File: src/rtl/operand_cmp_seq.sv
// operand_cmp_seq: registered operand comparator with a consecutive-hit
// run counter and a one-cycle done pulse after HOLD hits in a row.
// Optional build macro: CMP_SIGNED_EN makes LT/GT compare as two's complement.
module operand_cmp_seq #(
   parameter int WIDTH = 16,
   parameter int HOLD  = 4,
   localparam int CNT_W = $clog2(HOLD + 1)
) (
   input  logic             clk_i,
   input  logic             rst_i,
   input  logic             in_valid_i,
   input  logic [WIDTH-1:0] in_data_i,
   input  logic [WIDTH-1:0] ref_data_i,
   input  logic [1:0]       mode_i,
   input  logic             clr_i,
   output logic             out_valid_o,
   output logic             zer_o,
   output logic             hit_o,
   output logic [CNT_W-1:0] run_cnt_o,
   output logic             done_o
);

   localparam logic [CNT_W-1:0] HOLD_C = CNT_W'(HOLD);

   typedef enum logic [1:0] {
      IDLE = 2'd0,
      RUN  = 2'd1,
      LOCK = 2'd2
   } state_t;

   state_t           state_q;
   logic             out_valid_q, zer_q, hit_q, done_q;
   logic [CNT_W-1:0] cnt_q;
   logic [CNT_W-1:0] cnt_inc;
   logic             zer_d, hit_d, lt_d, gt_d;

   // Current-sample compare results; only the magnitude compares change with the build.
   always_comb begin
      zer_d = (in_data_i == '0);
`ifdef CMP_SIGNED_EN
      lt_d  = ($signed(in_data_i) < $signed(ref_data_i));
      gt_d  = ($signed(in_data_i) > $signed(ref_data_i));
`else
      lt_d  = (in_data_i < ref_data_i);
      gt_d  = (in_data_i > ref_data_i);
`endif
      case (mode_i)
         2'b00:   hit_d = (in_data_i == ref_data_i);
         2'b01:   hit_d = lt_d;
         2'b10:   hit_d = gt_d;
         default: hit_d = zer_d;
      endcase
   end

   assign cnt_inc = cnt_q + CNT_W'(1);

   // Output registers and run-tracking FSM; done is a single-cycle pulse on entry to LOCK.
   always_ff @(posedge clk_i) begin
      if (rst_i) begin
         state_q     <= IDLE;
         out_valid_q <= 1'b0;
         zer_q       <= 1'b0;
         hit_q       <= 1'b0;
         cnt_q       <= '0;
         done_q      <= 1'b0;
      end else begin
         out_valid_q <= in_valid_i;
         done_q      <= 1'b0;
         if (in_valid_i) begin
            zer_q <= zer_d;
            hit_q <= hit_d;
         end
         if (clr_i) begin
            // clr still lets the sample through to zer/hit, but never counts it
            cnt_q   <= '0;
            state_q <= IDLE;
         end else if (in_valid_i) begin
            if (!hit_d) begin
               cnt_q   <= '0;
               state_q <= IDLE;
            end else begin
               case (state_q)
                  LOCK: begin
                     cnt_q   <= HOLD_C;
                     state_q <= LOCK;
                  end
                  default: begin
                     cnt_q <= cnt_inc;
                     if (cnt_inc == HOLD_C) begin
                        state_q <= LOCK;
                        done_q  <= 1'b1;
                     end else begin
                        state_q <= RUN;
                     end
                  end
               endcase
            end
         end
      end
   end

   assign out_valid_o = out_valid_q;
   assign zer_o       = zer_q;
   assign hit_o       = hit_q;
   assign run_cnt_o   = cnt_q;
   assign done_o      = done_q;

endmodule

File: config.mk
export PLATFORM = sky130hd
export DESIGN_NAME = operand_cmp_seq
export DESIGN_NICKNAME = d
export VERILOG_FILES = /design/src/rtl/operand_cmp_seq.sv
export SDC_FILE = /design/constraint.sdc
export NUM_CORES = 1
export LEC_CHECK = 0
export ABC_AREA = 1
export BUFFER_PORTS_ARGS = -buffer_cell sky130_fd_sc_hd__buf_2
export CORE_UTILIZATION = 50
export DETAILED_ROUTE_END_ITERATION = 16
export GPL_TIMING_DRIVEN = 1
export PLACE_DENSITY = 0.84
export SYNTH_ARGS = -nofsm -noshare
export SYNTH_HDL_FRONTEND = slang
export SYNTH_SLANG_ARGS = --single-unit
File: constraint.sdc
create_clock -name clk_i -period 2.9 [get_ports clk_i]
set_input_delay 0.29 -clock clk_i [delete_from_list [all_inputs] [get_ports clk_i]]
set_output_delay 0.29 -clock clk_i [all_outputs]
set_load 0.05 [all_outputs]
## Word-level counts from Yosys, hierarchy flattened

Cells that the tools add are included.

| cells by class | value |
|---|---|
| reduce and logical (&&, ||, !) cells | 4 |
| add/sub/neg operators | 1 |
| order comparisons | 2 |
| bitwise operators | 2 |
| equal/unequal tests | 5 |
| muxes and demuxes | 7 |

Operators with widths:

| kind | count |
|---|---|
| $eq A16 B16 Y1 | 1 |
| $gt A16 B16 Y1 | 1 |
| $logic_not A16 Y1 | 1 |
| $lt A16 B16 Y1 | 1 |
| $mux W2 | 3 |
| $mux W3 | 2 |
| $reduce_or A5 Y1 | 1 |
| $eq A2 B2 Y1 const B | 2 |
| $add A3 B1 Y3 const B | 1 |
| $eq A3 B3 Y1 const B | 1 |
| $pmux W1 S3 | 1 |
| $eq A2 B1 Y1 const B | 1 |
| $logic_not A2 Y1 | 1 |
| $not A1 Y1 | 2 |
| $reduce_or A2 Y1 | 1 |
| $mux W1 | 1 |

| storage, ports and cells | value |
|---|---|
| bits in registers | 9 |
| output and inout port bits | 7 |

## Logic depth before layout (Yosys ltp)

Gate-level depths: netlist of the first run.

| depth | value |
|---|---|
| depth in word-level cells | 5 |
| gate-level depth with buffers | 13 |
| mapped depth without buffers | 13 |

## Least setup slack after synthesis of the first run

No wires, ideal clock.

| timing path | value |
|---|---|
| path kind | register to register |
| start | register cnt_q[0] (netlist: run_cnt_o[0]) |
| end | register state_q[0] |
| required time | 2.830 ns |
| arrival | 1.452 ns |
| library setup time | 0.070 ns |
| slack | 1.379 ns |
| cell stages (with the launch flop) | 9 |
| cells stage by stage | dfxtp_1 -> ha_1 -> xnor2_1 -> inv_1 -> nand2_1 -> nand2_1 -> inv_1 -> nand3_1 -> a21oi_1 |

| on the way | value |
|---|---|
| longest elaborated chain between the ends | 5 |

RTL lines:

| item | RTL line | source |
|---|---|---|
| start, declared | 33 | `logic [CNT_W-1:0] cnt_q;` |
| start signal, assigned | 88 | `cnt_q <= cnt_inc;` |
| $add A3 B1 Y3 | 55 | `assign cnt_inc = cnt_q + CNT_W'(1);` |
| $eq A3 B3 Y1 | 89 | `if (cnt_inc == HOLD_C) begin` |
| $mux W2 | 89 |  |
| $mux W2 | 82 | `case (state_q)` |
| $mux W2 | 78 | `if (!hit_d) begin` |
| end signal, assigned | 80 | `state_q <= IDLE;` |
| end signal, assigned | 85 | `state_q <= LOCK;` |
| end signal, assigned | 90 | `state_q <= LOCK;` |
| end, declared | 31 | `state_t state_q;` |

No other way between the ends.
A chain may end at the register's enable or synchronous reset.

## Final worst setup path of the first run

| timing path | value |
|---|---|
| start | input in_data_i[9] |
| end | register cnt_q[1] (netlist: run_cnt_o[1]) |

| on the way | value |
|---|---|
| longest elaborated chain between the ends | 3 |
| elaborated cells on any way between the ends | 6 |

RTL lines:

| item | RTL line | source |
|---|---|---|
| start, declared | 12 | `input logic [WIDTH-1:0] in_data_i,` |
| $gt A16 B16 Y1 (tied with other cells) | 45 | `gt_d = (in_data_i > ref_data_i);` |
| $pmux W1 S3 (*) | 47 | `case (mode_i)` |
| $mux W3 (*) | 78 |  |

Every way passes the cells marked *; elsewhere a longest branch is shown, timed or not.

==> results of run 1 <==
synthesized netlist by cell type (all sizes together):
library cell	count
nand2	36
inv	34
ha	18
nor2	18
a21oi	12
nand3	12
dfxtp	9
nand4	2
nor3	2
o21ai	2
or2	2
buf	1
nand3b	1
xnor2	1
sequential cells by signal, summed over array words and instances, names as in the netlist:
name	flops
done_o	1
run_cnt_o	3
hit_o	1
out_valid_o	1
state_q	2
zer_o	1
cell usage in the layout (no fill, tap or decap), drive strengths merged, types with 2 or more instances in the layout:
master,count
or2,2
nand4,2
nand2,36
dfxtp,9
buf,44
nor2,18
inv,34
a21oi,12
clkbuf,4
nor3,2
nand3,12
o21ai,2
ha,18
stage by stage:
step | utilization (%) | hold slack [ps] | total power [W]
6_report | 70.3 | 236 | 0.000337
5_1_grt | 70.3 | 229 | 0.000363
4_1_cts | 70.3 | 235 | 0.000340
3_5_place_dp | 68.9 | 455 | 0.000247
3_3_place_gp | 68.9 | 449 | 0.000240
2_1_floorplan | - | 352 | 0.000203
area by class of cell:
class | instances | area, sq um | area share [%]
Clock buffer | 4 | 26.3 | 2.07
Inverter | 34 | 128 | 10.1
Multi-Input combinational cell | 106 | 682 | 53.8
Sequential cell | 9 | 180 | 14.2
Tap cell | 25 | 31.3 | 2.47
Timing Repair Buffer | 44 | 220 | 17.4
power groups by stage:
stage | clock network, W | logic [W] | registers (W)
after CTS | 0.0000953 | 0.000117 | 0.000127
after floorplan | 0 | 0.0000665 | 0.000136
after global routing | 0.000103 | 0.000133 | 0.000127
after detailed placement | 0 | 0.000117 | 0.000130
after global placement | 0 | 0.000111 | 0.000130
final | 0.0000932 | 0.000116 | 0.000127
layer usage:
metal / global-route usage, % / part of all wire, % / up-vias
met5: 0 / 0 / -
li1: - / - / 563
met2: 40.3 / 50 / 29
met4: 5.88 / 0.49 / 0
met1: 21.6 / 44 / 438
met3: 5.10 / 5.1 / 4
kinds of logic after synthesis:
group / Yosys count / share of synthesized area, %
AOI/OAI and AO/OA: 14 / 7.42
xor gates and xnor gates: 1 / 0.881
adders and majority gates: 18 / 22.6
buffers and inverters: 35 / 13.3
DFF: 9 / 18.1
and+or+nand+nor: 73 / 37.6
final timing paths:
| kind | startpoint | endpoint | slack [ps] | cells past startpoint |
|---|---|---|---|---|
| max | in_data_i[9] | run_cnt_o[1] | 1450 | 11 |
| min | rst_i | hit_o | 240 | 2 |
| max reg2reg | run_cnt_o[0] | state_q[0] | 1580 | 8 |
| min reg2reg | zer_o | zer_o | 460 | 2 |
critical path, cell delays in order:
cell and delay (ps):
sky130_fd_sc_hd__buf_2 110, sky130_fd_sc_hd__ha_1 300, sky130_fd_sc_hd__nand2_1 60, sky130_fd_sc_hd__nand2_1 50
sky130_fd_sc_hd__nand3_1 60, sky130_fd_sc_hd__nand2_1 50, sky130_fd_sc_hd__a21oi_1 190, sky130_fd_sc_hd__nand3_1 160
sky130_fd_sc_hd__nand4_4 160, sky130_fd_sc_hd__nand3_1 80, sky130_fd_sc_hd__a21oi_1 120
==> results list, run 1 <==
- Post-Place Setup Slack: 1170 ps
- Overall fraction of global-route tracks in use: around a fifth
- In this run, post-CTS repair resized a total of 0 instances.
* Required time of the critical path: 3090 ps
- Max clock buf depth: 2
* Final-layout setup total negative slack: 0 ps
- Net count of the finished layout: 254
- Final number of setup-violating endpoints: 0
- For this block, the initial DRC count from the detailed router was 13.
- Synthesis produced a netlist whose cell count is 150.
- The post-route netlist has 29.9% of its cells at a drive strength greater than 1.
* Largest area contributor in the synthesized netlist: sky130_fd_sc_hd__ha_1
- Global-route wire length before repair: roughly 3300 um
- Total count of hold-check failures in the final report: 0
- The die covers ~2200 sq um.
- The internal power of the cells totals 0.000229 W.
* Worst setup EP type: flop
- For the pin with the worst max-slew slack, the measured transition is 245 ps.
* Effective utilization at floorplan: between 50% and 60%
* Time the final worst path needs with I/O delays and setup: about 1500 ps
- Post-detailed-placement half-perimeter wirelength: 1820 um
- In this run the static leakage power is 0.756 nW.
- The tree is rooted in a sky130_fd_sc_hd__clkbuf_4.
- Using the TritonRoute via totals, the vias-per-cell ratio works out to 4.66.
- Across the run, the number of max-cap violations was 0.
* Number of top-level design ports: 45
- After clock tree synthesis, the setup repair step added 0 buffers.
- Remaining antenna violation count after routing: 0
- With fillers left out, the area of the finished cells amounts to 1270 sq um.
- Core Footprint: 1800 sq um
- Maximum VDD drop: 0.229 mV
* Final routed wire length divided by cell count: 9.24 um
- Post-Synthesis Mean Instance Area: 6.63 sq um
* P per Cell Area: 266 nW/um^2
* Floorplan die height: 46.6 um
- Number of clock sinks: 9
- Gate power share: 34.6%
* Area post-placement: 1240 sq um
- Placed Cells incl. Taps: about 220
- Setup repair after global routing left no endpoint under its margin.
- For this run, the top clock speed supported by timing is 688 MHz.
- TritonCTS built the clock tree.
- The share of total power dissipated in the clock network is 27.7%.
- Number of filler instances in the final layout: 161
- The number of pins with negative max-slew slack in the final report was 0.
- Portion of total power attributed to sequential cells: between 30% and 40%
- Clock-pin slew was measured on the worst setup and hold paths at 60 ps.
* Critical Setup Path Class: input port to flop
- For the worst-skew pair, the clock arrives at the later sink with an insertion delay of about 260 ps.
- For this block, the via count after detailed routing is 1,034.
- The analysis attributes to net switching a power of roughly 0.00011 W.
- Congestion Overflow GR: 0
- Fraction of post-synthesis cell area in the top cell type by area: 22.6%
- Setup slack on the critical path of the routed design comes to 1450 ps.
* Element type at the critical path start: input port
- Residual DRC count: 0
- Entering global routing, the biggest net connects 9 pins.
- Summed instance area of the synthesized netlist: roughly 990 sq um
* Area Overhead vs Synth: 27.4%
- Slew headroom: 83.6%
- Once layout is complete, the cells apart from fillers number 222.
- In this run switching power makes up roughly a third of total power.
* Crit path max fanout: 6
* Class of the worst hold path: input port to flop
- Status: completed
* Iteration count of the initial detailed-routing pass: 4
- Clock H-tree levels: 1
- Hold repair after CTS inserted 0 buffers.
- Number of global-route vias before repair: roughly 900
- Die outline width: approximately 47 um
* Number of buffers inserted by port buffering: 44
* Number of buffers inserted during clock tree synthesis: 3
* Worst clock skew: just over 4 ps
- Aggregate routed wire length: 2050 um
- When the netlist entered floorplanning its net count stood at just over 200.
- Count of yosys warnings during synthesis: 0
- Initial antenna violation count: 0
* Sequential area share after synthesis: 18.1%
- Antenna fix cells: 0
* Final weighted congestion in routability-driven placement: ~0.8
- Cell types occupying the most area after synthesis: sky130_fd_sc_hd__ha_1 23%, sky130_fd_sc_hd__dfxtp_1 18%, sky130_fd_sc_hd__inv_1 13%
- For the worst setup path, the data arrival time is 1640 ps.
* Share of the clock period used by the worst path after layout: 50.1%
* Register bit count reported by yosys: 9
- In this run the core area contains 15 standard-cell rows.
- Synth cell types: 22
Power figures use the tool's default switching activity.
==> inputs of run 2 (changes only) <==
Settings changed: ABC_AREA 1 to 0, CORE_UTILIZATION 50 to 41, PLACE_DENSITY 0.84 to 0.76.
Clock period 2.9 ns to 1.2 ns, I/O delays scaled along.
==> run 2 against run 1 <==
  * The flow now finishes with violations (negative setup slack)
  * Critical path type unchanged
  * Largest power group is now combinational cells
  * Wire length grew 62%
  * Hold slack lost 130 ps
  * Critical endpoint is now state_q[1]
  * Clock skew grew 7.4 ps
==> results list, run 2 <==
- The library cell used most frequently in the layout, excluding fill and tap cells, is sky130_fd_sc_hd__buf_2.
- Clock group share of total power: 23.8%
* Cell chain of the critical path: buf_6 -> ha_4 -> nand4_1 -> buf_6 -> nor4_4 -> a221oi_4 -> a2111oi_4 -> o211ai_1 -> a21boi_1
- Critical Setup Path Class: input port to flop
- Delay contributed by the slowest stage of the critical path: 460 ps
* Post-Place Setup Slack: -741 ps
* Status: finished, violations left
- CTS tree: built
- Hold path cells: 2
- The congestion estimate from routability-driven global placement came to 0.916.
- Clock-pin slew was measured on the worst setup and hold paths at 80 ps.
- Core Footprint: about 2000 sq um
- P per Cell Area: 633 nW/um^2
- Share of total power consumed by net switching: 35.0%
- Counting flops with a built-in enable in the synthesized netlist gives 0.
* Slack of the critical path: -608 ps
- Of the post-synthesis cell area, the dominant cell type holds 25.1%.
* Final number of setup-violating endpoints: 7
- After detailed placement, the total cell area comes to approximately 1300 sq um.
* Number of global-route vias before repair: 1,036
- Transition time at the pin with the least slew margin: between 300 and 400 ps
* Class of the worst hold path: input port to flop
- The detailed router placed 1,110 vias in this run.
* Crit path max fanout: 2
- After detailed routing, the number of vias per cell comes to between 5 and 6.
- The netlist uses 33 different library cells.
- Register bit count reported by yosys: 9
* Worst reg2reg path depth: 6
* Most common cell type on the critical path: sky130_fd_sc_hd__buf_6
* Ratio of cells with drive above 1 in the final layout: a little over half
* Largest area contributor in the synthesized netlist: sky130_fd_sc_hd__ha_1
* Cell types occupying the most area after synthesis: sky130_fd_sc_hd__ha_1 25%, sky130_fd_sc_hd__dfxtp_1 20%, sky130_fd_sc_hd__inv_1 7.5%
- Initial antenna violation count: 0
- Buffer and inverter count on the worst path: 2
* Largest net degree at the start of global routing: 13
- Hold Crit Endpoint: hit_o
- Fill cells in the final layout number around 130.
- CTS placed an instance of sky130_fd_sc_hd__clkbuf_4 at the clock tree root.
* Leakage dissipation: ~0.78 nW
* Worst reg-to-reg setup slack: -40 ps
- Clk_lat worst skew: roughly 260 ps
- Overall die area: 2380 sq um
- Global-route wire length before repair: ~4400 um
- The library cells used most frequently in the layout, excluding fill and tap cells, are 29 x sky130_fd_sc_hd__buf_2, 17 x sky130_fd_sc_hd__buf_4, 13 x sky130_fd_sc_hd__buf_6.
- Dominant register cell in the synthesized netlist: sky130_fd_sc_hd__dfxtp_1
* Post-synth net total: 167
- Portion of total power attributed to sequential cells: 29.8%
- Arrival time reported for the critical path endpoint: 2000 ps
- Worst path top cell family by delay: compound AO/OA/AOI/OAI gates
- Combinational cells account for between 40% and 50% of the total power.
- Final routed wire length divided by cell count: between 15 and 20 um
* Remaining antenna violation count after routing: 0
- During synthesis, Yosys emitted a total of 0 warnings.
- Post-Synthesis Mean Instance Area: 8.08 sq um
- On the final layout, the worst clock skew is between 10 and 15 ps.
- Area Overhead vs Synth: 81.5%
- Setup repair after global routing could not meet its margin everywhere.
- Internal: 0.000670 W
- Maximum VDD drop: 0.582 mV
* Max FFs per register: 3
- The startpoint identified for the worst hold timing path is rst_i.
* Number of non-filler instances in the completed layout: 202
- Share of the clock period used by the worst path after layout: 151%
- End of the worst register-to-register path: state_q[1]
- The smallest clock period supported by the final layout is computed as 1810 ps.
* Die outline width: 48.8 um
* Worst path slowest cell: sky130_fd_sc_hd__a2111oi_4
- The floorplan step set the die height to 48.8 um.
* Element type at the critical path start: input port
- After the first detailed-routing iteration, the DRC count stood at 30.
- After synthesis, the share of flip-flops with an asynchronous set or reset is 0%.
- The checks that failed: negative setup slack.
* Overall fraction of global-route tracks in use: 23.6%
- The initial utilization of the core area, before any placement, comes to 44.8%.
* Post-route cell area: 1630 sq um
- Antenna fix cells: 0
* Aggregate routed wire length: 3330 um
- Iteration count of the initial detailed-routing pass: 4
- For this run, the top clock speed supported by timing is 553 MHz.
- Number of instances in the synthesized netlist: 111
* Reg2Reg Launch Point: run_cnt_o[0]
- CTS built an H-tree with a depth of 1.
- In this run the tightest slew margin relative to its limit is 73.7%.
- The number of pins with negative max-slew slack in the final report is 0.
- Congestion Overflow GR: 0
* Max Cap Viol: 0
- Adding up every negative setup slack in the final design gives -4000 ps.
- The number of clock buffers added by TritonCTS is 3.
- The initialized floorplan defines 16 standard-cell rows.
* Number of clock sinks: 9
* Summed instance area of the synthesized netlist: 897 sq um
- Number of buffers inserted by port buffering: 44
- After synthesis, the most frequently instantiated cells are 18 x sky130_fd_sc_hd__ha_1, 18 x sky130_fd_sc_hd__inv_1, 12 x sky130_fd_sc_hd__nand2_1, 9 x sky130_fd_sc_hd__dfxtp_1, 8 x sky130_fd_sc_hd__a21oi_1.
- Reported net switching power: 0.000361 W
* Total count of hold-check failures in the final report: 0
- Total power consumption of the routed design: 0.00103 W
* Placed Cells incl. Taps: 196
- Net count of the finished layout: 232
- Residual DRC count: 0
- Summing the sequential cell areas from Yosys gives 20.1% of the chip area.
* Number of top-level design ports: 45
* Post-detailed-placement half-perimeter wirelength: 1860 um
* Required time of the critical path: 1400 ps
- Max clock buf depth: 2
- Worst setup EP type: flop
## run 2: cell types whose count changed after synthesis, moves of 3 or more
cell and change:
sky130_fd_sc_hd__a21oi_1 -3, sky130_fd_sc_hd__inv_1 -16, sky130_fd_sc_hd__nand2_1 -22, sky130_fd_sc_hd__nand2b_1 +3
sky130_fd_sc_hd__nand3_1 -8, sky130_fd_sc_hd__nand4_1 +3, sky130_fd_sc_hd__nor2_1 -11, sky130_fd_sc_hd__nor4_1 +5
sky130_fd_sc_hd__o21ai_0 +3
## run 2: kinds of logic (layout without fill, tap and decap cells)
family	after synthesis	count (layout)	share of synthesized area [%]
simple gates	39	39	23.6
compound gates	24	24	21.2
buf+inv	19	83	7.95
fa+ha+maj	18	18	25.1
flops	9	9	20.1
xor+xnor	1	1	0.976
mux	1	1	1.12
## run 2: area by class of cell
| type | instances | area (sq um) | area share, % |
|---|---|---|---|
| sequential | 9 | 180 | 11.1 |
| multi-input combinational | 83 | 846 | 52.0 |
| clock buffer | 4 | 26.3 | 1.61 |
| inverter | 18 | 92.6 | 5.69 |
| timing repair buffer | 61 | 449 | 27.6 |
| tap | 27 | 33.8 | 2.08 |
## run 2: power by group through the flow
stage               Combinational (W)  Sequential [W]  Clock [W]
floorplan                    0.000164        0.000333          0
detailed placement           0.000334        0.000314          0
global placement             0.000323        0.000314          0
CTS                          0.000397        0.000307   0.000245
finish                       0.000478        0.000308   0.000245
global route                 0.000511        0.000308   0.000277
## run 2: stage by stage
step / util [%] / hold slack (ps)
6_report: 81.3 / 110
5_1_grt: 81.3 / 96.8
4_1_cts: 75.7 / 69.8
3_5_place_dp: 67.0 / 348
3_3_place_gp: 67.0 / 341
2_1_floorplan: - / 185
## run 2: how the worst max path moves through the flow
stage	slack [ps]	to	startpoint	depth (start not counted)
detailed placement	-740	hit_o	ref_data_i[9]	9
CTS	-410	state_q[1]	ref_data_i[9]	9
global route	-690	state_q[1]	ref_data_i[6]	10
floorplan	-440	run_cnt_o[0]	ref_data_i[9]	8
finish	-610	state_q[1]	in_data_i[6]	9
global placement	-670	hit_o	ref_data_i[9]	9
## run 2: what timing repair did
action,CTS,global route
gates resized for setup,24,21
endpoints found under the setup margin,7,7
pin swaps,8,10
hold buffers,0,0
buffers inserted,1,2
## run 2: worst reg2reg max path, stage by stage, from the launching register on
cell	delay, ps
sky130_fd_sc_hd__dfxtp_1	340
sky130_fd_sc_hd__ha_1	220
sky130_fd_sc_hd__xor2_1	150
sky130_fd_sc_hd__nand2_1	120
sky130_fd_sc_hd__nand2_1	90
sky130_fd_sc_hd__o211ai_1	110
sky130_fd_sc_hd__a21boi_1	150
## run 2: routing by layer
metal | wire, um | GRT usage (%)
met2 | 1680 | 43.3
met3 | 138 | 4.05
met4 | 222 | 7.35
met1 | 1290 | 27.7
met5 | 0 | 0
